$ cat config.mk
export PLATFORM = sky130hd
export DESIGN_NAME = dmem_access_unit
export DESIGN_NICKNAME = d
export VERILOG_FILES = /design/src/rtl/dmem_access_unit_pkg.sv /design/src/rtl/dmem_access_unit_lane.sv /design/src/rtl/dmem_access_unit.sv
export SDC_FILE = /design/constraint.sdc
export NUM_CORES = 1
export LEC_CHECK = 0
export CAP_MARGIN = 30
export CELL_PAD_IN_SITES_DETAIL_PLACEMENT = 0
export CELL_PAD_IN_SITES_GLOBAL_PLACEMENT = 1
export CORE_MARGIN = 5
export CORE_UTILIZATION = 39
export CTS_CLUSTER_DIAMETER = 40
export DETAILED_ROUTE_END_ITERATION = 10
export MAX_ROUTING_LAYER = met4
export PLACE_DENSITY = 0.89
export RECOVER_POWER = 100
export SLEW_MARGIN = 20
export SYNTH_ARGS = -nofsm -noshare
export SYNTH_HDL_FRONTEND = slang
export SYNTH_HIERARCHICAL = 1
export SYNTH_SLANG_ARGS = --single-unit
$ cat constraint.sdc
create_clock -name i_clk -period 11.6 [get_ports i_clk]
set_clock_uncertainty 0.2 [all_clocks]
set_input_delay 2.32 -clock i_clk [delete_from_list [all_inputs] [get_ports i_clk]]
set_output_delay 2.32 -clock i_clk [all_outputs]
set_load 0.02 [all_outputs]
$ cat src/rtl/dmem_access_unit_pkg.sv
// Shared data-memory access encodings (dm_ctrl) and the access legality rule.
// Pure declarations: no latency, no flow control.
package dmem_access_unit_pkg;

  localparam logic [2:0] DM_WORD     = 3'b000;
  localparam logic [2:0] DM_HALF     = 3'b001;
  localparam logic [2:0] DM_HALF_U   = 3'b010;
  localparam logic [2:0] DM_BYTE     = 3'b011;
  localparam logic [2:0] DM_BYTE_U   = 3'b100;

  // Natural alignment only; encodings above DM_BYTE_U are illegal.
  function automatic logic dm_legal(input logic [2:0] ctrl, input logic [1:0] addr_lo);
    logic ok;
    ok = 1'b0;
    case (ctrl)
      DM_WORD:              ok = (addr_lo == 2'b00);
      DM_HALF, DM_HALF_U:   ok = ~addr_lo[0];
      DM_BYTE, DM_BYTE_U:   ok = 1'b1;
      default:              ok = 1'b0;
    endcase
    return ok;
  endfunction

endpackage

$ cat src/rtl/dmem_access_unit_lane.sv
// dmem_lane_align: store byte-enable/lane replication, load lane select and extension, legality.
// Purely combinational, zero latency, no flow control.
module dmem_lane_align
  import dmem_access_unit_pkg::*;
(
  input  logic [2:0]  i_st_ctrl,
  input  logic [1:0]  i_st_addr_lo,
  input  logic [31:0] i_st_wdata,
  input  logic [2:0]  i_ld_ctrl,
  input  logic [1:0]  i_ld_addr_lo,
  input  logic [31:0] i_ld_rdata,
  output logic [3:0]  o_st_be,
  output logic [31:0] o_st_wdata,
  output logic [31:0] o_ld_data,
  output logic        o_legal
);

  logic [7:0]  w_ld_byte;
  logic [15:0] w_ld_half;

  assign o_legal = dm_legal(i_st_ctrl, i_st_addr_lo);

  always_comb begin
    o_st_be    = 4'b1111;
    o_st_wdata = i_st_wdata;
    case (i_st_ctrl)
      DM_BYTE, DM_BYTE_U: begin
        o_st_be    = 4'b0001 << i_st_addr_lo;
        o_st_wdata = {4{i_st_wdata[7:0]}};
      end
      DM_HALF, DM_HALF_U: begin
        o_st_be    = i_st_addr_lo[1] ? 4'b1100 : 4'b0011;
        o_st_wdata = {2{i_st_wdata[15:0]}};
      end
      default: ;
    endcase
  end

  always_comb begin
    w_ld_byte = i_ld_rdata[7:0];
    case (i_ld_addr_lo)
      2'd1:    w_ld_byte = i_ld_rdata[15:8];
      2'd2:    w_ld_byte = i_ld_rdata[23:16];
      2'd3:    w_ld_byte = i_ld_rdata[31:24];
      default: w_ld_byte = i_ld_rdata[7:0];
    endcase
    w_ld_half = i_ld_addr_lo[1] ? i_ld_rdata[31:16] : i_ld_rdata[15:0];

    o_ld_data = i_ld_rdata;
    case (i_ld_ctrl)
      DM_BYTE:   o_ld_data = {{24{w_ld_byte[7]}}, w_ld_byte};
      DM_BYTE_U: o_ld_data = {24'd0, w_ld_byte};
      DM_HALF:   o_ld_data = {{16{w_ld_half[15]}}, w_ld_half};
      DM_HALF_U: o_ld_data = {16'd0, w_ld_half};
      default:   o_ld_data = i_ld_rdata;
    endcase
  end

endmodule

$ cat src/rtl/dmem_access_unit.sv
// CPU MEM-stage to word-memory bridge: IDLE->ACCESS->DONE per access, min 3 cycles, stalls CPU while busy.
// Holds mem_req until mem_ack or TIMEOUT_CYCLES ACCESS cycles; illegal accesses pulse misalign without a request.
module dmem_access_unit
  import dmem_access_unit_pkg::*;
#(
  parameter int TIMEOUT_CYCLES = 16
) (
  input  logic        i_clk,
  input  logic        i_reset,
  input  logic        i_cpu_req,
  input  logic        i_cpu_we,
  input  logic [31:0] i_cpu_addr,
  input  logic [31:0] i_cpu_wdata,
  input  logic [2:0]  i_cpu_dm_ctrl,
  output logic [31:0] o_cpu_rdata,
  output logic        o_cpu_stall,
  output logic        o_cpu_misalign,
  output logic        o_cpu_bus_err,
  output logic        o_mem_req,
  output logic        o_mem_we,
  output logic [31:0] o_mem_addr,
  output logic [31:0] o_mem_wdata,
  output logic [3:0]  o_mem_be,
  input  logic        i_mem_ack,
  input  logic [31:0] i_mem_rdata
);

  typedef enum logic [1:0] {
    ST_IDLE   = 2'd0,
    ST_ACCESS = 2'd1,
    ST_DONE   = 2'd2
  } state_t;

  localparam logic [7:0] TO_LAST = 8'(TIMEOUT_CYCLES - 1);

  state_t      r_state, w_state_nxt;
  logic [7:0]  r_cnt;
  logic [2:0]  r_ld_ctrl;
  logic [1:0]  r_ld_addr_lo;
  logic [31:0] r_cpu_rdata, r_mem_addr, r_mem_wdata;
  logic [3:0]  r_mem_be;
  logic        r_mem_req, r_mem_we, r_misalign, r_bus_err;

  logic [3:0]  w_st_be;
  logic [31:0] w_st_wdata, w_ld_data;
  logic        w_legal, w_start, w_reject, w_timeout;

  dmem_lane_align u_lane (
    .i_st_ctrl    (i_cpu_dm_ctrl),
    .i_st_addr_lo (i_cpu_addr[1:0]),
    .i_st_wdata   (i_cpu_wdata),
    .i_ld_ctrl    (r_ld_ctrl),
    .i_ld_addr_lo (r_ld_addr_lo),
    .i_ld_rdata   (i_mem_rdata),
    .o_st_be      (w_st_be),
    .o_st_wdata   (w_st_wdata),
    .o_ld_data    (w_ld_data),
    .o_legal      (w_legal)
  );

  always_ff @(posedge i_clk or posedge i_reset) begin
    if (i_reset) r_state <= ST_IDLE;
    else         r_state <= w_state_nxt;
  end

  always_comb begin
    w_state_nxt = r_state;
    w_start     = 1'b0;
    w_reject    = 1'b0;
    w_timeout   = 1'b0;
    o_cpu_stall = 1'b0;
    case (r_state)
      ST_IDLE: begin
        w_start     = i_cpu_req & w_legal;
        w_reject    = i_cpu_req & ~w_legal;
        o_cpu_stall = w_start;
        if (w_start) w_state_nxt = ST_ACCESS;
      end
      ST_ACCESS: begin
        o_cpu_stall = 1'b1;
        // Ack has priority over a coincident timeout.
        w_timeout   = ~i_mem_ack & (r_cnt == TO_LAST);
        if (i_mem_ack || w_timeout) w_state_nxt = ST_DONE;
      end
      ST_DONE:  w_state_nxt = ST_IDLE;
      default:  w_state_nxt = ST_IDLE;
    endcase
  end

  always_ff @(posedge i_clk or posedge i_reset) begin
    if (i_reset) begin
      r_cnt        <= 8'd0;
      r_ld_ctrl    <= DM_WORD;
      r_ld_addr_lo <= 2'b00;
      r_mem_req    <= 1'b0;
      r_mem_we     <= 1'b0;
      r_mem_addr   <= 32'd0;
      r_mem_wdata  <= 32'd0;
      r_mem_be     <= 4'd0;
      r_cpu_rdata  <= 32'd0;
      r_misalign   <= 1'b0;
      r_bus_err    <= 1'b0;
    end else begin
      r_misalign <= w_reject;
      r_bus_err  <= 1'b0;
      r_cnt      <= (r_state == ST_ACCESS) ? r_cnt + 8'd1 : 8'd0;
      if (w_start) begin
        r_mem_req    <= 1'b1;
        r_mem_we     <= i_cpu_we;
        r_mem_addr   <= {i_cpu_addr[31:2], 2'b00};
        r_mem_wdata  <= w_st_wdata;
        r_mem_be     <= i_cpu_we ? w_st_be : 4'b1111;
        r_ld_ctrl    <= i_cpu_dm_ctrl;
        r_ld_addr_lo <= i_cpu_addr[1:0];
      end
      if (r_state == ST_ACCESS) begin
        if (i_mem_ack) begin
          r_mem_req <= 1'b0;
          if (!r_mem_we) r_cpu_rdata <= w_ld_data;
        end else if (w_timeout) begin
          r_mem_req   <= 1'b0;
          r_cpu_rdata <= 32'd0;
          r_bus_err   <= 1'b1;
        end
      end
    end
  end

  assign o_cpu_rdata    = r_cpu_rdata;
  assign o_cpu_misalign = r_misalign;
  assign o_cpu_bus_err  = r_bus_err;
  assign o_mem_req      = r_mem_req;
  assign o_mem_we       = r_mem_we;
  assign o_mem_addr     = r_mem_addr;
  assign o_mem_wdata    = r_mem_wdata;
  assign o_mem_be       = r_mem_be;

endmodule
======== After elaboration in Yosys (flattened, before gate mapping) ========
Index checks and enable logic that the tools add are counted.
operators by class
  reduce and logical (&&, ||, !) cells .... 9
  muxes and demuxes ....................... 26
  shift-type cells ........................ 1
  $add $sub $neg .......................... 1
  bitwise operators ....................... 6
  equal/unequal tests ..................... 16
operator list
  cell                                                               count
  32-bit one-hot mux with 4 select lines                             1
  32-bit two-way mux                                                 3
  32-bit one-hot mux with 2 select lines                             1
  8-bit one-hot mux with 3 select lines                              1
  16-bit two-way mux                                                 1
  3-bit by 2-bit == test with 1-bit output, second input constant    4
  1-bit two-way mux                                                  10
  8-bit by 1-bit adder with 8-bit output, second input constant      1
  8-bit by 4-bit == test with 1-bit output, second input constant    1
  4-bit two-way mux                                                  2
  8-bit two-way mux                                                  1
  4-bit one-hot mux with 2 select lines                              1
  3-bit by 1-bit == test with 1-bit output, second input constant    2
  3-bit == test, second input constant                               2
  2-bit != test, second input constant                               3
  2-bit by 1-bit == test with 1-bit output, second input constant    2
  2-bit == test, second input constant                               2
  2-bit logical NOT                                                  2
  2-bit two-way mux                                                  2
  2-bit one-hot mux with 2 select lines                              1
  2-bit OR reduction                                                 2
  1-bit by 2-bit left shift with 4-bit output, first input constant  1
  1-bit AND                                                          3
  3-bit logical NOT                                                  1
  7 further kinds                                                    9
storage, ports and cells
  output and inout bits ................... 105
  word-level logic and storage cells ...... 71
  bits in registers ....................... 117

======== Longest topological paths before layout ========
  depth after elaboration ................. 9
  gate-level depth with buffers ........... 12
  depth with buffers taken out ............ 7

======== Hierarchy ========
Netlist, hierarchy kept.
by module, submodules not included
  module            sequential area each (um^2)  area each (um^2)  cells an instance  instances
  dmem_access_unit  2927.8                       4959.8            385                1
  dmem_lane_align   0.0                          2063.2            300                1

======== Worst setup path after synthesis ========
No wires, ideal clock.
  path type ............................... input port to output port
  start ................................... in i_cpu_dm_ctrl[1]
  end ..................................... out o_cpu_stall
  arrival time ............................ 3447 ps
  stages on the path ...................... 7
  path slack .............................. 5633 ps
  cell sequence ........................... buf_2 buf_2 buf_2 o31ai_1 a21oi_1 a21oi_1 nor2_1
between the ends
  word-level cells in the longest chain between the ends .. 5
  elaborated cells on any way between the ends .. 10
RTL lines
  item                                                              RTL line                    text
  start: declaration                                                dmem_access_unit.sv:14      input logic [2:0] i_cpu_dm_ctrl,
  3-bit by 2-bit == test with 1-bit output (tied with other cells)  dmem_access_unit_pkg.sv:15  case (ctrl)
  2-bit OR reduction                                                dmem_access_unit_pkg.sv:15
  1-bit one-hot mux with 3 select lines (*)                         dmem_access_unit_pkg.sv:15
  named net w_legal                                                 dmem_access_unit.sv:46      logic w_legal, w_start, w_reject, w_timeout;
  1-bit AND (*)                                                     dmem_access_unit.sv:74      w_start = i_cpu_req & w_legal;
  1-bit one-hot mux with 2 select lines (*)                         dmem_access_unit.sv:72      case (r_state)
  end: declaration                                                  dmem_access_unit.sv:16      output logic o_cpu_stall,
The timed path passes the listed nets; every way through them passes the cells marked *.

======== Worst setup path in the final report ========
  start ................................... in i_cpu_dm_ctrl[0]
  end ..................................... out o_cpu_stall
The elaborated chain is that of the path after synthesis.

==> flow_metrics.py <==
metrics = {
    "sta": {
        "fin_crit_ns": 8.35,
        "fmax_mhz": 120,
        "fin_tns_setup_ns": 0,
        "hold_viol_final": 0,
        "relSlewSlack": -1.11,
        "grt_setup_unrepaired": "false",
        "holdWs_ns": 0.293,
        "setup-violations-final": 0,
        "slew_violations": 259,
        "finalCritPeriodShare": 0.720,
        "worst_slew_pin_slew_ns": 3.16,
    },
    "layout": {
        "drive_gt1_frac": 0.167,
        "final-seq-area_sq_um": 2930,
        "finalNonFillerCells": 1098,
        "fillers": 1609,
        "multi_input_area_sq_um": 3580,
        "areaGrowthSynthToFinish_pct": 36.6,
        "final_nets": 961,
    },
    "run": {
        "cap_violations": 6,
    },
    "routing": {
        "drc_errors": 0,
        "ant_nets": 0,
        "vias": 6011,
        "wirelength_um": 20400,
        "drt_first_pass_iters": 8,
        "via_per_inst": 5.47,
        "drt_iter0_drc": 397,
        "wire_per_inst_um": 18.5,
    },
    "critical_path": {
        "arrival_ns": 5.83,
        "reg2reg_from": "r_state[0]",
        "path_class": "in -> out",
        "path_common_cell": "a21oi_1",
        "crit_buf_inv": 4,
        "crit_family": "buffers and inverters",
        "cp_max_fo": 40,
        "worst_setup_path_start_kind": "input port",
        "critPathSlowestCell": "clkbuf_1",
        "path_cells": "dlygate4sd3_1 -> clkbuf_1 -> inv_1 -> a21oi_1 -> o31ai_1 -> a21oi_1 -> a21oi_1 -> nor2_1 -> dlygate4sd3_1",
        "required_ns": 9.08,
        "endpoint_kind": "output port",
        "crit_start": "i_cpu_dm_ctrl[0]",
        "crit_path_max_incr_delay_ns": 1.36,
    },
    "placed_design": {
        "dp.cells": 1064,
        "port_buffers": 206,
        "place_congestion": 0.846,
        "dp_hpwl_um": 14200,
    },
    "yosys": {
        "synth_top_area_cell": "dfrtp_1",
        "synth_commonest_cells": "dfrtp_1, mux2_2, nand2_1, a21oi_1, a21boi_0",
        "synth_ff_type": "dfrtp_1",
        "ys_seq_area_frac": 0.417,
        "syn_area_sq_um": 7020,
        "ys_warn_count": 6,
        "netlist_top_cells_area": "dfrtp_1, mux2_2, nand2_1, a21boi_0, a211o_1",
        "synth_edf_count": 0,
        "async_reset_ff_frac": 1.00,
        "synth.most_common_cell": "dfrtp_1",
        "synthDistinctLibCells": 59,
        "synth_top_area_frac": 0.417,
        "synth_cells": 685,
        "ys_ff_latch": 117,
        "synth.avg_cell_area_sq_um": 10.3,
    },
    "clock_network": {
        "ctsHoldBuffers": 0,
        "clkLatencyLatePin_ns": 0.42,
        "cts_tree": "done",
        "postCtsSetupBuffers": 0,
        "clkSinkCount": 117,
        "cts_resized": 0,
        "cts_max_level": 4,
        "root_buffer": "clkbuf_16",
        "numCtsBuffers": 17,
        "clockBufferDepth": 2,
        "cts.clk_slew.worst_paths_ns": 0.05,
    },
    "grt": {
        "grt_max_degree": 72,
        "grt_pass1_vias": 5944,
        "grt_pass1_wl_um": 32200,
        "grt.overflow.total": 0,
        "antenna_found_initial": 1,
        "grt_usage": 0.202,
    },
    "floorplan": {
        "core-area_sq_um": 17800,
        "initial_core_util": 0.394,
        "ioPinCount": 209,
        "die_h_um": 144,
        "dieArea_sq_um": 20800,
        "rows": 49,
        "die_width_um": 144,
    },
    "power_and_ir_drop": {
        "p_leak_nw": 3.76,
        "powerDensity_nw_per_um2": 210,
        "peakVddDrop_v": 0.000113,
    },
    "worst_hold_path": {
        "hold_start": "o_mem_addr[22]",
        "worstHoldPathType": "reg -> reg",
    },
    "outcome": {
        "violations": "capacitance limit, slew limit",
        "status": "finished with violations",
    },
}
-- where the power goes --
part,internal (mW),total (mW),switching (mW)
registers,0.534,0.639,0.105
clock network,0.320,0.520,0.200
logic,0.409,0.853,0.444
total,1.26,2.01,0.749
-- cells by family (layout without fill, tap and decap cells) --
logic type      after synthesis  after routing  synth area share
mux                         101            101             0.175
fa+ha+maj                     2              2           0.00338
simple gates                178            178             0.126
xor+xnor                      6              6            0.0112
flops                       117            117             0.417
other cells                   1              3          0.000534
compound gates              195            195             0.195
buf+inv                      85            267            0.0714
-- final cells by class --
cell class                 count  area share
multi-input combinational    484       0.373
inverter                      17     0.00678
clock buffer                  19      0.0462
antenna                        1    0.000261
clock inverter                12      0.0137
timing repair buffer         219       0.225
sequential                   117       0.305
tap                          229      0.0299
-- worst reg2reg max path, stage by stage (launching register included) --
cell,delay (ns)
dfrtp_1,0.43
nor4bb_1,0.36
clkbuf_1,2.26
mux2_2,0.53
-- layer usage --
layer / up-vias / share of wire / GRT usage
li1: 2839 / - / -
met1: 2883 / 0.43 / 0.262
met4: 0 / 0.019 / 0.0599
met2: 265 / 0.45 / 0.303
met3: 24 / 0.10 / 0.0671
met5: - / 0 / -
-- per-stage QoR --
stage	utilization	setup slack [ns]	cell area [sq um]	total power [mW]
floorplan	-	5.63	7030	1.18
global placement	0.506	4.47	9020	1.53
detailed placement	0.509	4.45	9080	1.55
CTS	0.541	4.46	9650	2.08
global route	0.538	3.01	9590	2.13
finish	0.538	3.25	9590	2.01
-- worst paths after layout --
kind                                   to  slack, ns  cells after the start
hold / removal             o_mem_addr[22]       0.29                      1
setup reg to reg           o_mem_addr[20]       7.70                      3
max in group asynchronous        r_cnt[7]       4.31                      4
setup / recovery              o_cpu_stall       3.25                      9
min in group asynchronous  o_mem_addr[13]       2.74                      2
hold reg to reg            o_mem_addr[22]       0.29                      1
-- flip-flops by register name (all words and copies together), names as in the netlist --
signal          count
o_cpu_bus_err       1
o_cpu_misalign      1
o_cpu_rdata        32
o_mem_addr         30
o_mem_be            4
o_mem_req           1
o_mem_wdata        32
o_mem_we            1
r_cnt               8
r_ld_addr_lo        2
r_ld_ctrl           3
r_state             2
-- cells in the final DEF (no fill, tap or decap), drive strengths merged, types with 3 or more instances in the layout --
cell / instances
a22oi: 7
or3: 9
mux2: 84
mux4: 8
buf: 5
a211o: 27
dfrtp: 117
nor2b: 14
nor3b: 8
xnor2: 4
dlygate4sd3: 106
o21ai: 38
nand3: 4
nand2: 76
nor2: 26
o221a: 6
mux2i: 9
a21boi: 34
a221o: 5
o22a: 3
inv: 17
nor3: 29
o211ai: 6
clkbuf: 27
clkdlybuf4s50: 100
a31oi: 4
o22ai: 11
o32ai: 11
clkinvlp: 8
a21oi: 37
Note: power is estimated with default switching activity, not from simulation.
